[src/rtl/hazard_control_pkg.sv]
// -----------------------------------------------------------------------------
// hazard_control_pkg
//   Shared definitions for the pipeline hazard controller:
//     hz_state_t             - controller FSM state encoding (RUN, MD_WAIT, MEM_WAIT)
//     HZ_MD_TIMEOUT_DEFAULT  - default mul/div wait limit in cycles
//     HZ_PERF_W              - width of the optional performance counters
//     hz_cnt_width()         - width needed for a 0..n-1 cycle counter
// -----------------------------------------------------------------------------
package hazard_control_pkg;

    typedef enum logic [1:0] {
        RUN      = 2'd0,
        MD_WAIT  = 2'd1,
        MEM_WAIT = 2'd2
    } hz_state_t;

    localparam int HZ_MD_TIMEOUT_DEFAULT = 64;
    localparam int HZ_PERF_W             = 32;

    // Width of a counter that must hold values 0..n-1 (never narrower than 1 bit).
    function automatic int hz_cnt_width(input int n);
        return (n > 1) ? $clog2(n) : 1;
    endfunction

endpackage

[src/rtl/hazard_perf_counters.sv]
// -----------------------------------------------------------------------------
// hazard_perf_counters
//   Free-running, wrap-around event counters for the hazard controller.
//   Only instantiated when HAZARD_PERF_EN is defined.
//   Ports:
//     clk, rstn          - clock, asynchronous active-low reset (clears counters)
//     pc_stall_i         - counted into stall_cycles_o once per cycle
//     if_id_flush_i      - counted into flush_count_o once per cycle
//     load_use_i         - counted into loaduse_count_o once per cycle
// -----------------------------------------------------------------------------
module hazard_perf_counters
    import hazard_control_pkg::*;
(
    input  logic                 clk,
    input  logic                 rstn,
    input  logic                 pc_stall_i,
    input  logic                 if_id_flush_i,
    input  logic                 load_use_i,
    output logic [HZ_PERF_W-1:0] stall_cycles_o,
    output logic [HZ_PERF_W-1:0] flush_count_o,
    output logic [HZ_PERF_W-1:0] loaduse_count_o
);

    logic [HZ_PERF_W-1:0] stall_cycles_q;
    logic [HZ_PERF_W-1:0] flush_count_q;
    logic [HZ_PERF_W-1:0] loaduse_count_q;

    // Counters wrap naturally at 2^HZ_PERF_W.
    always_ff @(posedge clk or negedge rstn) begin
        if (!rstn) begin
            stall_cycles_q  <= '0;
            flush_count_q   <= '0;
            loaduse_count_q <= '0;
        end else begin
            if (pc_stall_i)    stall_cycles_q  <= stall_cycles_q + 1'b1;
            if (if_id_flush_i) flush_count_q   <= flush_count_q + 1'b1;
            if (load_use_i)    loaduse_count_q <= loaduse_count_q + 1'b1;
        end
    end

    assign stall_cycles_o  = stall_cycles_q;
    assign flush_count_o   = flush_count_q;
    assign loaduse_count_o = loaduse_count_q;

endmodule

[src/rtl/hazard_control.sv]
// -----------------------------------------------------------------------------
// hazard_control
//   Stall / flush / bubble generation for a 5-stage in-order pipeline.
//   Handles memory wait states, multi-cycle mul/div with a watchdog timeout,
//   control redirects and load-use hazards, in that priority order.
//
//   Parameters:
//     REG_ADDR_W   - register index width
//     MD_TIMEOUT   - max cycles spent in MD_WAIT before giving up
//   Ports:
//     clk, rstn                         - clock, asynchronous active-low reset
//     id_rs1/id_rs2, id_uses_rs1/2      - ID-stage source registers and valids
//     ex_rd, ex_reg_write, ex_mem_read  - EX-stage destination / load info
//     ex_redirect                       - taken branch/jump resolved in EX
//     ex_md_start, md_done              - mul/div start in EX, result ready
//     dmem_req, dmem_ready              - MEM-stage access handshake
//     pc/if_id/id_ex/ex_mem_stall       - hold the corresponding registers
//     if_id_flush, id_ex_flush          - turn the stage register into a bubble
//     mem_wb_bubble                     - invalidate the MEM->WB transfer
//     md_timeout                        - sticky mul/div timeout error
//   Configuration:
//     HAZARD_PERF_EN - adds stall_cycles, flush_count, loaduse_count outputs
// -----------------------------------------------------------------------------
module hazard_control
    import hazard_control_pkg::*;
#(
    parameter int REG_ADDR_W = 5,
    parameter int MD_TIMEOUT = HZ_MD_TIMEOUT_DEFAULT
) (
    input  logic                  clk,
    input  logic                  rstn,
    input  logic [REG_ADDR_W-1:0] id_rs1,
    input  logic [REG_ADDR_W-1:0] id_rs2,
    input  logic                  id_uses_rs1,
    input  logic                  id_uses_rs2,
    input  logic [REG_ADDR_W-1:0] ex_rd,
    input  logic                  ex_reg_write,
    input  logic                  ex_mem_read,
    input  logic                  ex_redirect,
    input  logic                  ex_md_start,
    input  logic                  md_done,
    input  logic                  dmem_req,
    input  logic                  dmem_ready,
    output logic                  pc_stall,
    output logic                  if_id_stall,
    output logic                  id_ex_stall,
    output logic                  ex_mem_stall,
    output logic                  if_id_flush,
    output logic                  id_ex_flush,
    output logic                  mem_wb_bubble,
    output logic                  md_timeout
`ifdef HAZARD_PERF_EN
    ,
    output logic [HZ_PERF_W-1:0]  stall_cycles,
    output logic [HZ_PERF_W-1:0]  flush_count,
    output logic [HZ_PERF_W-1:0]  loaduse_count
`endif
);

    localparam int              CNT_W   = hz_cnt_width(MD_TIMEOUT);
    localparam logic [CNT_W-1:0] MD_LAST = CNT_W'(MD_TIMEOUT - 1);

    hz_state_t        state_q, state_d;
    logic [CNT_W-1:0] md_cnt_q, md_cnt_d;
    logic             md_timeout_q, md_timeout_d;

    logic in_run, in_md;
    logic mem_stall, md_stall, rd_hit, lu_stall, md_expire;

    assign in_run = (state_q == RUN);
    assign in_md  = (state_q == MD_WAIT);

    assign mem_stall = dmem_req & ~dmem_ready;
    assign md_stall  = (in_run & ex_md_start) | (in_md & ~md_done);

    // A load writing x0 never creates a dependency.
    assign rd_hit = ex_mem_read & ex_reg_write & (ex_rd != '0) &
                    (((ex_rd == id_rs1) & id_uses_rs1) |
                     ((ex_rd == id_rs2) & id_uses_rs2));

    // Load-use is the lowest priority hazard; a redirect kills the dependent
    // instruction anyway, so it suppresses the load-use stall.
    assign lu_stall = rstn & in_run & ~mem_stall & ~md_stall & ~ex_redirect & rd_hit;

    assign md_expire = in_md & ~md_done & (md_cnt_q == MD_LAST);

    // -------------------------------------------------------------------------
    // Next state
    // -------------------------------------------------------------------------
    always_comb begin
        // NOTE: every variable gets a default before any branch so no latch is inferred.
        state_d      = state_q;
        md_cnt_d     = md_cnt_q;
        md_timeout_d = md_timeout_q;

        if (mem_stall) begin
            // A memory wait pre-empts whatever the controller was doing.
            state_d = MEM_WAIT;
        end else begin
            unique case (state_q)
                RUN: begin
                    if (ex_md_start & ~md_done) begin
                        state_d  = MD_WAIT;
                        md_cnt_d = '0;
                    end
                end
                MD_WAIT: begin
                    if (md_done) begin
                        state_d = RUN;
                    end else if (md_expire) begin
                        state_d      = RUN;
                        md_timeout_d = 1'b1;
                    end else begin
                        md_cnt_d = md_cnt_q + 1'b1;
                    end
                end
                MEM_WAIT: state_d = RUN;
                default:  state_d = RUN;
            endcase
        end
    end

    // NOTE: sequential state uses non-blocking assignments only.
    always_ff @(posedge clk or negedge rstn) begin
        if (!rstn) begin
            state_q      <= RUN;
            md_cnt_q     <= '0;
            md_timeout_q <= 1'b0;
        end else begin
            state_q      <= state_d;
            md_cnt_q     <= md_cnt_d;
            md_timeout_q <= md_timeout_d;
        end
    end

    // -------------------------------------------------------------------------
    // Stall / flush outputs (combinational, same-cycle)
    // -------------------------------------------------------------------------
    always_comb begin
        pc_stall      = 1'b0;
        if_id_stall   = 1'b0;
        id_ex_stall   = 1'b0;
        ex_mem_stall  = 1'b0;
        if_id_flush   = 1'b0;
        id_ex_flush   = 1'b0;
        mem_wb_bubble = 1'b0;

        // The outputs are combinational from live inputs, so they are forced
        // low explicitly while reset is held rather than relying on state.
        if (!rstn) begin
            pc_stall = 1'b0;
        end else if (mem_stall) begin
            pc_stall      = 1'b1;
            if_id_stall   = 1'b1;
            id_ex_stall   = 1'b1;
            ex_mem_stall  = 1'b1;
            mem_wb_bubble = 1'b1;
        end else if (md_stall) begin
            // EX holds the mul/div; later stages keep draining.
            pc_stall    = 1'b1;
            if_id_stall = 1'b1;
            id_ex_stall = 1'b1;
        end else if (ex_redirect) begin
            if_id_flush = 1'b1;
            id_ex_flush = 1'b1;
        end else if (lu_stall) begin
            pc_stall    = 1'b1;
            if_id_stall = 1'b1;
            id_ex_flush = 1'b1;
        end

        // A held stage register must keep its contents, so a stall masks flush.
        if_id_flush = if_id_flush & ~if_id_stall;
        id_ex_flush = id_ex_flush & ~id_ex_stall;
    end

    assign md_timeout = md_timeout_q;

`ifdef HAZARD_PERF_EN
    hazard_perf_counters u_perf (
        .clk             (clk),
        .rstn            (rstn),
        .pc_stall_i      (pc_stall),
        .if_id_flush_i   (if_id_flush),
        .load_use_i      (lu_stall),
        .stall_cycles_o  (stall_cycles),
        .flush_count_o   (flush_count),
        .loaduse_count_o (loaduse_count)
    );
`endif

endmodule
[config.mk]
export PLATFORM = sky130hd
export DESIGN_NAME = hazard_control
export DESIGN_NICKNAME = d
export VERILOG_FILES = /design/src/rtl/hazard_control_pkg.sv /design/src/rtl/hazard_perf_counters.sv /design/src/rtl/hazard_control.sv
export SDC_FILE = /design/constraint.sdc
export NUM_CORES = 1
export LEC_CHECK = 0
export BUFFER_PORTS_ARGS = -buffer_cell sky130_fd_sc_hd__buf_4
export CAP_MARGIN = 5
export CORE_ASPECT_RATIO = 0.9
export CORE_MARGIN = 5
export CORE_UTILIZATION = 39
export CTS_CLUSTER_DIAMETER = 200
export CTS_CLUSTER_SIZE = 16
export DETAILED_ROUTE_END_ITERATION = 10
export GPL_TIMING_DRIVEN = 0
export PLACE_DENSITY = 0.73
export SYNTH_ARGS = -nofsm -noshare
export SYNTH_HDL_FRONTEND = slang
export SYNTH_SLANG_ARGS = --single-unit
[constraint.sdc]
create_clock -name clk -period 1.9 [get_ports clk]
set_clock_uncertainty 0.1 [all_clocks]
set_input_delay 0.095 -clock clk [delete_from_list [all_inputs] [get_ports clk]]
set_output_delay 0.095 -clock clk [all_outputs]
set_load 0.005 [all_outputs]
==> impl_summary.txt <==
----------------------------------------------------
[Status]
  Result of the run ... finished with violations
  Violated checks ... negative setup slack

[Synth]
  Synthesized instance count ... 71
  Yosys synthesis warning count ... 0
  Post-synth design cell area ... 654 um^2
  Number of enable-type register cells in the synthesized netlist ... 0
  Synth cell types ... 31
  Synth async-reset ratio ... 100%
  Area contributors post-synth ... sky130_fd_sc_hd__dfrtp_1 34%, sky130_fd_sc_hd__xor2_1 11%, sky130_fd_sc_hd__o31ai_1 8.0%, sky130_fd_sc_hd__o21ai_0 3.1%, sky130_fd_sc_hd__nand2b_1 2.9%
  Primary FF master, synth ... sky130_fd_sc_hd__dfrtp_1
  Post-synthesis net count ... 98
  Sequential area share after synthesis ... 34.4%
  Post-synthesis area per instance ... 9.22 um^2
  Top-area cell type share of the netlist area ... 34.4%
  Number of synthesized register bits ... 9
  Largest area contributor in the netlist ... sky130_fd_sc_hd__dfrtp_1

[Global route]
  Antenna violations before repair ... 0
  Sum of overflow across all layers after global routing ... 0
  Largest net degree at the start of global routing ... 14
  Number of global-route vias before repair ... 614
  Wire length of the first global-routing pass ... 2720 um
  Total Routing Usage GR ... 13.8%

[Finish]
  Final instance area ... 1000 um^2
  Layout fillers ... 133
  Area growth from synthesis to layout ... 53.2%
  Antenna fix cells ... 0
  Most frequent standard cell in the layout excluding fill and tap cells ... sky130_fd_sc_hd__buf_4
  Fraction of final layout cells with drive strength greater than 1 ... 40.0%
  Number of nets in the finished design ... 138
  Most frequent cells in the layout ... 36 x sky130_fd_sc_hd__buf_4, 9 x sky130_fd_sc_hd__dfrtp_1, 8 x sky130_fd_sc_hd__xor2_1, 5 x sky130_fd_sc_hd__nor2_1, 4 x sky130_fd_sc_hd__o31ai_1
  Storage cell area ... 225 um^2
  Share of the core filled with cells ... 61.5%
  Filler-free cell count of the finished design ... 134
  Footprint of the multi-input gates ... 427 um^2

[Clocking]
  Clock Root Buffer ... sky130_fd_sc_hd__clkbuf_4
  Maximum root-to-sink buffer count ... 2
  Clock latency on the worst-skew pair ... 270 ps
  Post-CTS Repair Setup Buffers ... 0
  CTS buffer count ... 3
  Clock tree from TritonCTS ... done
  H-tree depth reported by CTS ... 1
  Clock-pin slew of the registers on the worst-case setup and hold paths ... 60 ps
  Sink Count ... 9

[Placement]
  Final weighted congestion of routability-driven global placement ... 0.796
  Count of input and output buffers ... 33
  Post-Place Cells ... 128
  Half-perimeter wire length of the detailed placement result ... 1380 um
  Worst setup slack after placement ... -8.52 ps
  Area after detailed placement ... 932 um^2

[Setup path]
  Cells on worst reg2reg path ... 5
  Critical path fanouts, max ... 9
  Critical path endpoint category ... register
  Class of the most critical setup path ... reg2reg
  Reg2Reg Setup Slack ... -5 ps
  Data required time of the critical path ... 1980 ps
  Capture instance of the worst register-to-register path ... md_cnt_q[3]
  Critical Path Source Type ... register
  CP peak stage delay ... 390 ps
  Arrival time at the worst endpoint ... 1990 ps
  Critical R2R Launch ... state_q[1]
  Chain of cells forming the critical path ... o21ba_1 > or3b_1 > buf_4 > or3_4 > o31ai_2
  Worst path slowest cell ... sky130_fd_sc_hd__dfrtp_1

[Pwr]
  Clk network pwr share ... 31.4%
  Switch share ... 26.3%
  Post-route total power ... 480 uW
  Combinational share of power ... 26.3%
  Power spent charging and discharging nets ... 126 uW
  PD cells ... 479 nW/um^2
  Power share of the sequential group ... 42.3%
  Cell-internal power ... 354 uW
  Static Leakage ... 0.494 nW
  Worst supply voltage drop on vdd ... 0.000351 V

[Detailed routing]
  Detail Route Antenna Nets ... 0
  First-pass iteration count of the detailed router ... 4
  Remaining routing DRC violations ... 0
  Via Count ... 686
  Avg Vias per Cell ... 5.12
  Post-DR wirelength/cell ... 13.1 um
  Sum of routed wire length over all layers ... 1750 um
  Detailed Route Iter0 Violations ... 6

[STA]
  Number of pins with negative max-slew slack in the final report ... 0
  Setup repair after global routing missed its margin ... yes
  Final Cycle Share ... 100%
  Endpoints failing setup ... 1
  Crit path time final ... 1900 ps
  Highest Clock Rate ... 525 MHz
  Number of hold violations in the final report ... 0
  Worst setup slack after layout ... -4.70 ps
  Final TNS setup ... -4.70 ps
  Worst hold slack across all endpoints ... 60.7 ps
  Transition time at the pin with the least slew margin ... 387 ps
  Max transition margin ... 74.1%

[Die]
  Floorplan die width ... 53.2 um
  IO Count ... 34
  Core area ... 1630 um^2
  Die H ... 48.9 um
  Cell Rows ... 14
  Initial core utilization ... 40.2%
  Area enclosed by the die boundary ... 2600 um^2

[Worst hold path]
  Start point of the worst hold path ... md_done
  HP Class ... in2reg
  Worst hold stages ... 3
  Destination of the worst hold path ... md_timeout

[Run]
  Max Cap Violations ... 0

----------------------------------------------------
==> worst max-delay path by stage <==
stage,from,end,slack [ps],cells past startpoint
CTS,state_q[1],md_cnt_q[5],3,5
detailed placement,state_q[1],md_cnt_q[3],-9,5
global placement,state_q[1],md_cnt_q[3],20,5
global route,state_q[0],pc_stall,-100,6
finish,state_q[1],md_cnt_q[3],-5,5
floorplan,state_q[1],md_cnt_q[3],100,5
==> layout make-up <==
class                      instances  area share, %
multi-input combinational         58           42.6
tap                               24           3.00
clock buffer                       4           2.62
timing repair buffer              35           26.7
buffer                             3           2.25
inverter                           1          0.375
sequential                         9           22.5
==> critical path, delay by kind of cell (launching register included) <==
family	cells	cell delay, ps
AOI/OAI and AO/OA	2	450
DFF	1	390
and+or+nand+nor	2	720
buffers and inverters	1	170
==> cells in the mapped netlist (2+ instances only) <==
cell type                  n
sky130_fd_sc_hd__nand2b_1  3
sky130_fd_sc_hd__nand2_1   2
sky130_fd_sc_hd__o21bai_1  2
sky130_fd_sc_hd__nor2_1    5
sky130_fd_sc_hd__xor2_1    8
sky130_fd_sc_hd__and3_1    2
sky130_fd_sc_hd__o31ai_1   7
sky130_fd_sc_hd__o21ai_0   4
sky130_fd_sc_hd__nand3_1   3
sky130_fd_sc_hd__dfrtp_1   9
sky130_fd_sc_hd__buf_4     2
sky130_fd_sc_hd__nor2b_1   3
sky130_fd_sc_hd__xnor2_1   2
sky130_fd_sc_hd__nor4_1    2
==> kinds of logic (layout without fill, tap and decap cells) <==
| kind of cell | after synthesis | in the layout | share of synthesized area [%] |
|---|---|---|---|
| xor gates and xnor gates | 10 | 10 | 13.4 |
| DFF | 9 | 9 | 34.4 |
| AOI/OAI and AO/OA | 20 | 20 | 21.6 |
| buffers and inverters | 4 | 43 | 3.63 |
| adders and majority gates | 1 | 1 | 1.91 |
| and+or+nand+nor | 27 | 27 | 25.0 |
==> sequential cells by signal, summed over array words and instances, names as in the netlist <==
| register | cells |
|---|---|
| md_timeout | 1 |
| md_cnt_q | 6 |
| state_q | 2 |
==> power groups by stage <==
| stage | Sequential (mW) | Clock (mW) | Combinational (mW) |
|---|---|---|---|
| after floorplan | 0.205 | 0 | 0.0508 |
| after global placement | 0.206 | 0 | 0.120 |
| after detailed placement | 0.206 | 0 | 0.123 |
| after CTS | 0.203 | 0.155 | 0.127 |
| after global routing | 0.204 | 0.164 | 0.139 |
| final | 0.203 | 0.151 | 0.126 |
==> per-layer routing <==
metal | GRT usage [%] | wire [um]
met5 | 0 | 0
met4 | 5.11 | 28
met3 | 3.06 | 104
met2 | 23.1 | 871
met1 | 16.7 | 744
==> repair_timing <==
item / in CTS / in global routing
resized for setup: 2 / 6
endpoints found under the hold margin: 10 / 0
hold buffers: 2 / 0
pin swaps: 0 / 1
setup endpoints to repair: 2 / 7
Power figures use the tool's default switching activity.
